File: src/rtl/duel_timer_arbiter.sv
// ----------------------------------------------------------------------------
// duel_timer_arbiter
//
// Head-to-head round controller for the two-player reaction tester. One shared
// random delay, one shared millisecond counter. Decides who reacted first,
// flags false starts, ties and timeouts, and keeps saturating win tallies.
//
// Ports
//   sys_clk      : system clock
//   rstn         : asynchronous active-low reset
//   tick_1ms     : one-cycle pulse per millisecond (sys_clk domain)
//   start        : one-cycle pulse, begins a round (IDLE only)
//   delay_ms     : random pre-go delay in ms, sampled on an accepted start
//   react_a/b    : player keys, active-high levels, already synchronised
//   ack          : one-cycle pulse, releases RESULT back to IDLE
//   clear_score  : one-cycle pulse, zeroes both tallies (any state)
//   busy         : high in every state except IDLE
//   go           : high only in ARMED ("react now" indicator)
//   result_valid : high only in RESULT
//   winner       : 00 none/timeout, 01 A, 10 B, 11 tie
//   foul         : bit0 A false start, bit1 B false start
//   react_ms     : winning reaction time; TIMEOUT_MS on timeout; 0 on foul
//   wins_a/b     : saturating win tallies
//   state_o      : current state code (IDLE=0, DELAY=1, ARMED=2, RESULT=3)
//
// Control inputs: start, ack and clear_score are single-cycle requests with no
// ready/backpressure. Each is acted on in the cycle it is high if the current
// state honours it; otherwise it is dropped and never remembered. There is no
// valid/ready pairing on this block; result_valid is a level that stays high
// for as long as the round result is presented (until ack).
// ----------------------------------------------------------------------------
module duel_timer_arbiter #(
    parameter int TIMEOUT_MS = 999,
    parameter int CNT_W      = 16,
    parameter int TALLY_W    = 4
) (
    input  logic               sys_clk,
    input  logic               rstn,
    input  logic               tick_1ms,
    input  logic               start,
    input  logic [CNT_W-1:0]   delay_ms,
    input  logic               react_a,
    input  logic               react_b,
    input  logic               ack,
    input  logic               clear_score,
    output logic               busy,
    output logic               go,
    output logic               result_valid,
    output logic [1:0]         winner,
    output logic [1:0]         foul,
    output logic [9:0]         react_ms,
    output logic [TALLY_W-1:0] wins_a,
    output logic [TALLY_W-1:0] wins_b,
    output logic [1:0]         state_o
);

    localparam logic [1:0] S_IDLE   = 2'd0;
    localparam logic [1:0] S_DELAY  = 2'd1;
    localparam logic [1:0] S_ARMED  = 2'd2;
    localparam logic [1:0] S_RESULT = 2'd3;

    localparam logic [CNT_W-1:0]   TIMEOUT_CNT = CNT_W'(TIMEOUT_MS);
    localparam logic [9:0]         TIMEOUT_RPT = 10'(TIMEOUT_MS);
    localparam logic [TALLY_W-1:0] TALLY_MAX   = '1;

    logic [1:0]       state;
    logic [1:0]       state_nx;
    logic [CNT_W-1:0] ms_cnt;
    logic [CNT_W-1:0] ms_cnt_nx;
    logic [CNT_W-1:0] ms_inc;
    logic [CNT_W-1:0] delay_lat;
    logic [CNT_W-1:0] delay_lat_nx;
    logic [1:0]       winner_nx;
    logic [1:0]       foul_nx;
    logic [9:0]       react_ms_nx;

    logic prev_a;
    logic prev_b;
    logic press_a;
    logic press_b;
    logic enter_result;

    // Rising-edge press detect. The previous-level registers run in every
    // state, so a key already held when the round starts produces no edge
    // until it is released and pressed again.
    assign press_a = react_a & ~prev_a;
    assign press_b = react_b & ~prev_b;

    assign ms_inc = ms_cnt + CNT_W'(1);

    always_comb begin
        state_nx     = state;
        ms_cnt_nx    = ms_cnt;
        delay_lat_nx = delay_lat;
        winner_nx    = winner;
        foul_nx      = foul;
        react_ms_nx  = react_ms;

        case (state)
            S_IDLE: begin
                if (start) begin
                    state_nx     = S_DELAY;
                    ms_cnt_nx    = '0;
                    // A zero delay would never match ms_cnt+1, so treat it as 1 ms.
                    delay_lat_nx = (delay_ms == '0) ? CNT_W'(1) : delay_ms;
                    winner_nx    = 2'b00;
                    foul_nx      = 2'b00;
                    react_ms_nx  = '0;
                end
            end

            S_DELAY: begin
                // A press during the delay is a false start and beats a
                // delay-expiry tick in the same cycle. The non-fouling player
                // is awarded the round; a double foul awards nobody.
                if (press_a || press_b) begin
                    state_nx    = S_RESULT;
                    foul_nx     = {press_b, press_a};
                    winner_nx   = {press_a & ~press_b, press_b & ~press_a};
                    react_ms_nx = '0;
                end else if (tick_1ms) begin
                    if (ms_inc == delay_lat) begin
                        state_nx  = S_ARMED;
                        ms_cnt_nx = '0;
                    end else begin
                        ms_cnt_nx = ms_inc;
                    end
                end
            end

            S_ARMED: begin
                // Press wins over a same-cycle timeout tick and records the
                // count as it stands in the press cycle.
                if (press_a || press_b) begin
                    state_nx    = S_RESULT;
                    winner_nx   = {press_b, press_a};
                    foul_nx     = 2'b00;
                    react_ms_nx = ms_cnt[9:0];
                end else if (tick_1ms) begin
                    if (ms_inc == TIMEOUT_CNT) begin
                        state_nx    = S_RESULT;
                        winner_nx   = 2'b00;
                        foul_nx     = 2'b00;
                        react_ms_nx = TIMEOUT_RPT;
                    end else begin
                        ms_cnt_nx = ms_inc;
                    end
                end
            end

            S_RESULT: begin
                if (ack) begin
                    state_nx = S_IDLE;
                end
            end

            default: begin
                state_nx = S_IDLE;
            end
        endcase
    end

    // Tallies move on the same edge that enters RESULT, so they already
    // include the round by the first cycle result_valid is high.
    assign enter_result = (state != S_RESULT) && (state_nx == S_RESULT);

    always_ff @(posedge sys_clk or negedge rstn) begin
        if (!rstn) begin
            state     <= S_IDLE;
            ms_cnt    <= '0;
            delay_lat <= '0;
            winner    <= 2'b00;
            foul      <= 2'b00;
            react_ms  <= '0;
            prev_a    <= 1'b0;
            prev_b    <= 1'b0;
        end else begin
            state     <= state_nx;
            ms_cnt    <= ms_cnt_nx;
            delay_lat <= delay_lat_nx;
            winner    <= winner_nx;
            foul      <= foul_nx;
            react_ms  <= react_ms_nx;
            prev_a    <= react_a;
            prev_b    <= react_b;
        end
    end

    // clear_score overrides an increment landing in the same cycle.
    always_ff @(posedge sys_clk or negedge rstn) begin
        if (!rstn) begin
            wins_a <= '0;
            wins_b <= '0;
        end else if (clear_score) begin
            wins_a <= '0;
            wins_b <= '0;
        end else if (enter_result) begin
            if (winner_nx[0] && (wins_a != TALLY_MAX)) begin
                wins_a <= wins_a + TALLY_W'(1);
            end
            if (winner_nx[1] && (wins_b != TALLY_MAX)) begin
                wins_b <= wins_b + TALLY_W'(1);
            end
        end
    end

    assign busy         = (state != S_IDLE);
    assign go           = (state == S_ARMED);
    assign result_valid = (state == S_RESULT);
    assign state_o      = state;

endmodule

File: config.mk
export PLATFORM = sky130hd
export DESIGN_NAME = duel_timer_arbiter
export DESIGN_NICKNAME = d
export VERILOG_FILES = /design/src/rtl/duel_timer_arbiter.sv
export SDC_FILE = /design/constraint.sdc
export NUM_CORES = 1
export LEC_CHECK = 0
export CELL_PAD_IN_SITES_DETAIL_PLACEMENT = 1
export CELL_PAD_IN_SITES_GLOBAL_PLACEMENT = 2
export CORE_ASPECT_RATIO = 1.2
export CORE_MARGIN = 2
export CORE_UTILIZATION = 31
export DETAILED_ROUTE_END_ITERATION = 12
export PLACE_DENSITY_LB_ADDON = 0.1
export RECOVER_POWER = 50
export SYNTH_ARGS = -nofsm -noshare
export SYNTH_HDL_FRONTEND = slang
export SYNTH_SLANG_ARGS = --single-unit
File: constraint.sdc
create_clock -name sys_clk -period 2.9 [get_ports sys_clk]
set_input_delay 0.725 -clock sys_clk [delete_from_list [all_inputs] [get_ports sys_clk]]
set_output_delay 0.725 -clock sys_clk [all_outputs]
set_load 0.02 [all_outputs]
==> results of run 1 <==
[tightest hold or removal path: stages, from the launching register on]
cell	delay [ns]
dfrtp_1	0.34
nand2_1	0.05
nand2_1	0.05
[power breakdown]
part / internal, mW / leakage, nW / switching [mW] / total [mW]
clock: 0.597 / 0.124 / 0.352 / 0.949
combinational: 1.03 / 1.51 / 1.21 / 2.24
sequential: 1.02 / 0.756 / 0.222 / 1.24
total: 2.64 / 2.39 / 1.78 / 4.43
[cells in the mapped netlist, types with 5 or more instances]
library cell	number
xnor2_1	10
inv_1	10
clkbuf_1	10
mux2_4	6
dfrtp_1	58
nor3_1	5
a21oi_1	14
nand2_1	36
nand3_1	11
nor2b_1	15
nand4_1	5
buf_2	10
xor2_1	8
ha_1	8
o21ai_0	39
nand4_2	5
o31ai_1	5
o21ai_1	20
nor2_1	31
mux2_2	15
nand2b_1	16
[path summary, 6_finish.rpt]
check                           slack (ns)  startpoint         to  cells after the start
min in group asynchronous             0.72        rstn  ms_cnt[0]                      1
worst max register to register       -0.07   ms_cnt[0]  wins_a[2]                     11
worst max-delay path                 -0.07   ms_cnt[0]  wins_a[2]                     11
worst min register to register        0.46     foul[1]    foul[1]                      2
max in group asynchronous             0.70        rstn  ms_cnt[2]                      2
worst min-delay path                  0.46     foul[1]    foul[1]                      2
[final cells by class]
cell class | count | share of cell area, %
Clock buffer | 15 | 4.626
Inverter | 10 | 0.6737
Multi-Input combinational cell | 315 | 43.34
Sequential cell | 58 | 26.14
Tap cell | 161 | 3.616
Timing Repair Buffer | 137 | 21.60
[per-stage QoR]
step | setup slack [ns] | power [mW] | hold WS, ns | instances | TNS [ns]
after global routing | -0.2069 | 4.733 | 0.5094 | 696 | -1.651
final | -0.07453 | 4.427 | 0.4643 | 696 | -0.3905
after floorplan | 0.0005342 | 2.409 | 0.4294 | 405 | 0
after CTS | 0.000006217 | 4.328 | 0.4452 | 692 | 0
after global placement | -0.07648 | 3.257 | 0.4548 | 672 | -0.3257
after detailed placement | -0.1641 | 3.291 | 0.4591 | 672 | -1.062
[what timing repair did]
| item | in CTS | in global routing |
|---|---|---|
| cloned | 0 | 1 |
| pin swaps | 18 | 15 |
| setup endpoints to repair | 18 | 34 |
| gates resized for setup | 28 | 32 |
| endpoints found under the hold margin | 0 | 0 |
| buffers inserted | 5 | 3 |
[sequential cells by signal, summed over array words and instances, names as in the netlist]
signal / cells
delay_lat: 16
ms_cnt: 16
react_ms: 10
wins_a: 4
wins_b: 4
foul: 2
state_o: 2
winner: 2
prev_a: 1
prev_b: 1
[logic make-up after synthesis]
kind of cell             after synthesis  share of synthesized area (%)
AND/OR/NAND/NOR                      156                          24.20
flip-flops                            58                          38.50
buffers and inverters                 32                          3.717
multiplexers                          25                          7.932
adder cells (fa/ha/maj)                8                          2.655
AO/OA/AOI/OAI                        107                          18.22
XOR/XNOR                              19                          4.779
[metal layers]
layer / track usage (%) / share of wire (%)
met3: 3.140 / 2.7
met4: 4.863 / 1.2
met2: 33.64 / 50
met1: 26.07 / 46
met5: 0 / 0
==> impl_metrics.yaml, run 1 <==
layout:
  share_of_the_core_filled_with_cells_in_the_final_layout_pct: 46.42
  area_growth_syn_to_layout_pct: 47.79
  final_common_cell: "buf_4"
  antenna-diode-count: 0
  finish.net_count: 563
  mostFrequentLayoutCells: "73 x buf_4, 54 x dfrtp_1, 45 x clkdlybuf4s50_1, 35 x nand2_1, 30 x o21ai_1"
  fill_cells: 1398
  final_area_um2: 5572
  layout-drive-gt1-share_pct: 32.52
  area_used_by_multi_input_combinational_logic_um2: 2415
  seqCellArea_um2: 1456
sta:
  finalHoldViolations: 0
  finalMaxSlewViolations: 0
  slew-limit-headroom_pct: 5.280
  achievable-frequency_ghz: 0.3362
  rsz_0062_raised_after_global_routing: "yes"
  timing.clock.skew_ns: 0.007034
  fin_crit_sh_pct: 102.6
  post-route-worst-setup-slack_ns: -0.07453
  worst-slew-pin-transition_ns: 1.421
  fin_crit_ns: 2.975
  report.final.setup_viol: 8
drt:
  drcViolationCount: 0
  postRouteWirelength_um: 12280
  drt_iter0_drc: 117
  vias: 3544
  dr.pass1.iters: 4
  avgRoutedWirePerCell_um: 17.65
  vias_per_cell: 5.092
  drt.antenna.violating_nets: 0
die:
  design.core.area_um2: 12000
  die_width_um: 104.7
  chipHeight_um: 124.8
  die_area_um2: 13060
  io_pins: 51
  initial_core_util_pct: 31.41
  row_count: 44
setup_path:
  critPathMaxFanout: 5
  timing.critical_path.required_ns: 3.11
  critPathKind: "reg2reg"
  cp-start-kind: "flip-flop"
  cpLargestDelayFamily: "compound AO/OA/AOI/OAI gates"
  critical_path.max_stage_delay_ns: 0.46
  crit_path_cell_trace: "ha_4, xor2_4, buf_6, xor2_2, a311oi_2, o2111a_1, nand4_4, o31ai_4, nand4_4, nor3b_2, mux2_4"
  worstSetupEndpointType: "flip-flop"
  worst-path-buf-inv: 1
  crit_path_frequent_cell: "nand4_4"
  worstPathArrival_ns: 3.18
  worst_path_max_delay_cell: "dfrtp_2"
global_routing:
  grt_start_max_net_pins: 30
  grt_antenna_before_repair: 0
  global_router_s_overall_resource_usage_pct: 19.72
  gr-total-overflow: 0
  grt_first_pass_wirelength_um: 20360
  first_global_vias: 3815
run_status:
  violations_in_the_final_reports: "negative setup slack"
  outcome: "finished, violations left"
clocking:
  number_of_buffers_created_by_cts: 9
  clock_latency_reported_for_the_late_side_of_the_worst_skew_pair_ns: 0.33
  total_of_hold_buffers_inserted_after_clock_tree_synthesis: 0
  ctsHtreeMaxLevel: 3
  cts.root.buffer_cell: "clkbuf_16"
  cts_tree: "built"
  cts.path.max_buffers: 2
  path_clk_slew_ns: 0.05
  cts_num_sinks: 58
place:
  routabilityCongestion: 0.8263
  placed_area_um2: 5009
  io_buffer_count: 50
  hpwlAfterDp_um: 9191
job:
  max-cap-violations: 0
synth:
  mappedNetlistNets: 437
  cells_after_synthesis: 405
  syn-cell-area_um2: 3770
  synth_warnings: 0
  synth_top_area_share_pct: 38.50
  post_synth.cell_area_avg_um2: 9.308
  synth_area_leaders: "dfrtp_1 38%, o21ai_0 5.2%, mux2_2 4.5%, nand2_1 3.6%, nor2_1 3.1%"
  yosys_register_bits: 58
  synth_top_cell_by_area: "dfrtp_1"
  yosys_most_used_dff: "dfrtp_1"
  synth_enable_flop_cells: 0
  synth.distinct_cells: 61
  synth_sequential_area_ratio_pct: 38.50
  synth-async-reset-ratio_pct: 100.0
pwr:
  worst_ir_drop_vdd_uv: 340.8
  static-leakage-power_nw: 2.388
  power.density_cell_area_nw_per_um2: 794.5
hold_path:
  min_path_type: "reg2reg"
No activity file was read; power rests on OpenSTA's default activity.
==> run 2, diff against run 1 <==
--- a/config.mk
+++ b/config.mk
@@ -9,7 +9,7 @@
 export CELL_PAD_IN_SITES_GLOBAL_PLACEMENT = 2
 export CORE_ASPECT_RATIO = 1.2
 export CORE_MARGIN = 2
-export CORE_UTILIZATION = 31
+export CORE_UTILIZATION = 37
 export DETAILED_ROUTE_END_ITERATION = 12
 export PLACE_DENSITY_LB_ADDON = 0.1
 export RECOVER_POWER = 50
==> constraint.sdc (replaced) <==
create_clock -name sys_clk -period 3.9 [get_ports sys_clk]
set_input_delay 0.975 -clock sys_clk [delete_from_list [all_inputs] [get_ports sys_clk]]
set_output_delay 0.975 -clock sys_clk [all_outputs]
set_load 0.02 [all_outputs]
==> run 2 against run 1 <==
The run ends with max-capacitance violations, max-slew violations left. Die area is 16% lower. Clock power is 19% lower. Core utilization is 0.85 points higher. Largest power group unchanged.
==> impl_metrics.yaml, run 2 (synthesis results as in run 1) <==
drt:
  drt.antenna.violating_nets: 0
  drcViolationCount: 0
  drt_iter0_drc: 189
  avgRoutedWirePerCell_um: 18.37
  routed.top_layer: "met4"
  routed-wl-met3_um: 429
  vias: 3267
  dr.pass1.iters: 4
  postRouteWirelength_um: 10820
  vias_per_cell: 5.547
  met1_wire_length_um: 5111
  amount_of_wire_on_met2_after_detailed_routing_um: 5079
clocking:
  cts_num_sinks: 58
  cts.repair_timing.setup_buffer_count: 0
  clock_latency_reported_for_the_late_side_of_the_worst_skew_pair_ns: 0.34
  total_of_hold_buffers_inserted_after_clock_tree_synthesis: 0
  cts.root.buffer_cell: "clkbuf_16"
  ctsHtreeMaxLevel: 3
  number_of_buffers_created_by_cts: 9
  path_clk_slew_ns: 0.05
  cts_tree: "built"
  cts.path.max_buffers: 2
  ctsResizeCount: 0
global_routing:
  gr-total-overflow: 0
  grt_first_pass_wirelength_um: 17890
  grt_antenna_before_repair: 0
  global_router_s_overall_resource_usage_pct: 21.48
  first_global_vias: 3414
  grt_start_max_net_pins: 32
setup_path:
  reg2reg_setup_slack_ns: 0.43
  worstPathArrival_ns: 3.69
  cp-start-kind: "flip-flop"
  reg2regPathDepth: 10
  timing.critical_path.required_ns: 4.12
  critPathKind: "reg2reg"
  critPathMaxFanout: 10
  worstSetupEndpointType: "flip-flop"
die:
  chipHeight_um: 114.6
  design.core.area_um2: 9960
  row_count: 40
  die_width_um: 96.15
  initial_core_util_pct: 37.85
  io_pins: 51
  die_area_um2: 11020
sta:
  setup-tns-final_ns: 0
  worst-slew-pin-transition_ns: 1.701
  timing.clock.skew_ns: 0.006551
  finalHoldViolations: 0
  achievable-frequency_ghz: 0.2883
  finalMaxSlewViolations: 29
  fin_crit_sh_pct: 88.95
  final.hold.worst_slack_ns: 0.4646
  rsz_0062_raised_after_global_routing: "no"
  report.final.setup_viol: 0
  fin_crit_ns: 3.469
  slew-limit-headroom_pct: -13.43
layout:
  fill_cells: 1158
  finish.net_count: 490
  biggestRegsByFlops: "delay_lat (16), ms_cnt (16), react_ms (10)"
  final_common_cell: "dfrtp_1"
  area_growth_syn_to_layout_pct: 24.89
  layout-drive-gt1-share_pct: 16.41
  antenna-diode-count: 0
  mostFrequentLayoutCells: "58 x dfrtp_1, 46 x clkdlybuf4s50_1, 38 x o21ai_0, 36 x nand2_1, 31 x nor2_1"
pwr:
  static-leakage-power_nw: 1.915
  power.density_cell_area_nw_per_um2: 641.7
  worst_ir_drop_vdd_uv: 304.0
run_status:
  outcome: "finished, violations left"
  violations_in_the_final_reports: "max-capacitance violations, max-slew violations"
hold_path:
  hold-path-cell-count: 2
  min_path_type: "reg2reg"
place:
  io_buffer_count: 50
  routabilityCongestion: 0.8869
  hpwlAfterDp_um: 7981
job:
  max-cap-violations: 1
## run 2: worst paths after layout
path,to,start
setup / recovery,wins_b[2],ms_cnt[0]
hold / removal,foul[1],foul[1]
setup reg to reg,wins_b[2],ms_cnt[0]
hold reg to reg,foul[1],foul[1]
max in group asynchronous,wins_a[3],rstn
min in group asynchronous,react_ms[6],rstn
## run 2: power breakdown
group          leakage, nW  switching (mW)  internal [mW]
logic                 1.01           0.773          0.562
registers            0.763           0.160          0.754
clock network        0.142           0.284          0.489
## run 2: layout make-up
| type | instances | area [µm²] | share of cell area [%] |
|---|---|---|---|
| clock buffer | 10 | 229.0 | 4.863 |
| clock inverter | 6 | 57.56 | 1.222 |
| inverter | 10 | 37.54 | 0.7972 |
| multi-input combinational | 315 | 2178 | 46.27 |
| sequential | 58 | 1451 | 30.83 |
| tap | 126 | 157.7 | 3.348 |
| timing repair buffer | 64 | 596.8 | 12.68 |
## run 2: metrics by stage
| stage | instances | setup slack [ns] | area [µm²] | total power, mW | utilization [%] |
|---|---|---|---|---|---|
| after global placement | 573 | 0.5715 | 4425 | 2.236 | 44.43 |
| final | 589 | 0.4310 | 4708 | 3.021 | 47.27 |
| after global routing | 589 | 0.1884 | 4708 | 3.236 | 47.27 |
| after CTS | 589 | 0.4231 | 4712 | 3.056 | 47.31 |
| after detailed placement | 573 | 0.4404 | 4425 | 2.266 | 44.43 |
| after floorplan | 405 | 0.8719 | 3770 | 1.779 | - |
## run 2: critical path, stage by stage (launching register included)
cell	delay (ns)
dfrtp_1	0.58
ha_1	0.31
nand3_1	0.25
nor3_2	0.48
and3_1	0.22
o21ai_1	0.07
or3_1	0.45
a31o_2	0.30
o21a_4	0.16
nor3b_2	0.21
mux2_4	0.31
## run 2: per-layer routing
metal / GRT usage, % / up-vias
met5: 0 / -
met1: 29.68 / 1617
li1: - / 1565
met2: 33.33 / 70
met3: 3.818 / 15
met4: 8.000 / 0
==> run 3, diff against run 2 <==
--- a/config.mk
+++ b/config.mk
@@ -7,7 +7,6 @@
 export LEC_CHECK = 0
 export CELL_PAD_IN_SITES_DETAIL_PLACEMENT = 1
 export CELL_PAD_IN_SITES_GLOBAL_PLACEMENT = 2
-export CORE_ASPECT_RATIO = 1.2
 export CORE_MARGIN = 2
 export CORE_UTILIZATION = 37
 export DETAILED_ROUTE_END_ITERATION = 12
==> run 3 against run 2 <==
The run still ends with max-capacitance violations, max-slew violations left. Routed wire length down 3.3%. Count of clock-buffer cells in the layout increased by 4. Critical path type unchanged. Total power is 9.2% lower. Sequential share of layout area up 0.71 points. Global-route usage is 1.1 points lower.
==> impl_metrics.yaml, run 3 (synthesis results as in run 1) <==
pwr:
  power.density_cell_area_nw_per_um2: 596.3
  static-leakage-power_nw: 1.863
  worst_ir_drop_vdd_uv: 299.7
layout:
  final_common_cell: "dfrtp_1"
  mostFrequentLayoutCells: "58 x dfrtp_1, 46 x clkdlybuf4s50_1, 38 x o21ai_0, 36 x nand2_1, 31 x nor2_1"
  area_growth_syn_to_layout_pct: 22.07
  antenna-diode-count: 0
  layout-drive-gt1-share_pct: 16.05
  finish.net_count: 488
  post_layout_nonfiller_instances: 594
  biggestRegsByFlops: "delay_lat (16), ms_cnt (16), react_ms (10)"
sta:
  post-route-worst-setup-slack_ns: 0.4518
  slew-limit-headroom_pct: -13.31
  finalMaxSlewViolations: 29
  final.hold.worst_slack_ns: 0.4650
  fin_crit_ns: 3.448
  worst-slew-pin-transition_ns: 1.700
  rsz_0062_raised_after_global_routing: "no"
  achievable-frequency_ghz: 0.2900
  finalHoldViolations: 0
  report.final.setup_viol: 0
  timing.clock.skew_ns: 0.01162
  setup-tns-final_ns: 0
  fin_crit_sh_pct: 88.42
clocking:
  number_of_buffers_created_by_cts: 9
  clock_latency_reported_for_the_late_side_of_the_worst_skew_pair_ns: 0.34
  cts_num_sinks: 58
  path_clk_slew_ns: 0.07
  ctsHtreeMaxLevel: 3
  cts.path.max_buffers: 2
  cts_tree: "built"
  total_of_hold_buffers_inserted_after_clock_tree_synthesis: 0
  cts.root.buffer_cell: "clkbuf_8"
setup_path:
  critPathKind: "reg2reg"
  cpLargestDelayFamily: "simple AND/OR/NAND/NOR gates"
  worst-path-buf-inv: 1
  worstPathArrival_ns: 3.67
  critPathMaxFanout: 11
  worst_path_max_delay_cell: "dfrtp_1"
  crit_path_cell_trace: "ha_1, nand3_1, buf_4, nor4_2, xnor2_1, nand4_1, or3_1, a31o_2, o21a_4, nor3_2, mux2_4"
  worstSetupEndpointType: "flip-flop"
  reg2regPathDepth: 11
  reg2reg_setup_slack_ns: 0.45
  cp_num_cells: 11
  critical_path.max_stage_delay_ns: 0.56
  cp-start-kind: "flip-flop"
  timing.critical_path.required_ns: 4.13
die:
  chipHeight_um: 104.9
  design.core.area_um2: 9819
  row_count: 36
  initial_core_util_pct: 38.39
  io_pins: 51
  die_width_um: 104.9
  die_area_um2: 11010
drt:
  drt_iter0_drc: 156
  avgRoutedWirePerCell_um: 17.61
  drcViolationCount: 0
  met1_wire_length_um: 5232
  routed.top_layer: "met4"
  vias_per_cell: 5.424
  routed-wl-met3_um: 334
  postRouteWirelength_um: 10460
  drt.antenna.violating_nets: 0
  amount_of_wire_on_met2_after_detailed_routing_um: 4758
  dr.pass1.iters: 4
  vias: 3222
job:
  max-cap-violations: 1
run_status:
  violations_in_the_final_reports: "max-capacitance violations, max-slew violations"
  outcome: "finished, violations left"
place:
  placed_cells: 578
  hpwlAfterDp_um: 7725
  io_buffer_count: 50
  dpl_worst_slack_ns: 0.3461
  routabilityCongestion: 0.8704
global_routing:
  global_router_s_overall_resource_usage_pct: 20.33
  grt_antenna_before_repair: 0
  gr-total-overflow: 0
  first_global_vias: 3258
  grt_first_pass_wirelength_um: 17600
  grt_start_max_net_pins: 32
hold_path:
  min_path_type: "reg2reg"
  hold-path-cell-count: 2
==> run 3: changes by cell type in the layout (fill, tap and decap cells not counted), moves of 2 or more <==
cell / change
clkbuf_8: +12
clkinv_2: -2
buf_4: -2
clkbuf_16: -9
==> run 3: path summary, 6_finish.rpt <==
| kind | start | end |
|---|---|---|
| max | ms_cnt[0] | wins_a[3] |
| min | foul[1] | foul[1] |
| max reg2reg | ms_cnt[0] | wins_a[3] |
| min reg2reg | foul[1] | foul[1] |
| max in group asynchronous | rstn | ms_cnt[3] |
| min in group asynchronous | rstn | react_ms[1] |
==> run 3: worst reg2reg max path, cell delays in order (launching register included) <==
cell,delay (ns)
dfrtp_1,0.56
ha_1,0.31
nand3_1,0.11
buf_4,0.21
nor4_2,0.43
xnor2_1,0.21
nand4_1,0.12
or3_1,0.41
a31o_2,0.30
o21a_4,0.16
nor3_2,0.22
mux2_4,0.31
==> run 3: final cells by class <==
cell class	instances	area (µm²)
clock inverters	2	10.01
flip-flops and latches	58	1451
well taps	133	166.4
fillers	1173	5218
repair buffers	62	581.8
multi-input cells	315	2182
clock buffers	14	172.7
inverters	10	37.54
==> run 3: through the flow <==
stage	utilization (%)	cell area [µm²]	power, mW
floorplan	-	3770	1.779
global placement	45.01	4419	2.209
detailed placement	45.01	4419	2.235
CTS	46.87	4602	2.777
global route	46.87	4602	2.962
finish	46.87	4602	2.744
==> run 3: power breakdown <==
group | internal [mW] | leakage (nW) | switching [mW]
Sequential | 0.753 | 0.763 | 0.160
Clock | 0.282 | 0.0965 | 0.247
Combinational | 0.544 | 1.00 | 0.759
==> run 3: per-layer routing <==
metal | vias to the layer above | global-route usage [%]
met5 | - | 0
met4 | 0 | 6.000
met3 | 11 | 3.244
met2 | 71 | 30.66
met1 | 1575 | 29.92
li1 | 1565 | -
==> run 3: repair_timing <==
item | in CTS | in global routing
resized for setup | 0 | 1
hold endpoints to repair | 0 | 0
buffers inserted | 0 | 0
endpoints found under the setup margin | 0 | 5
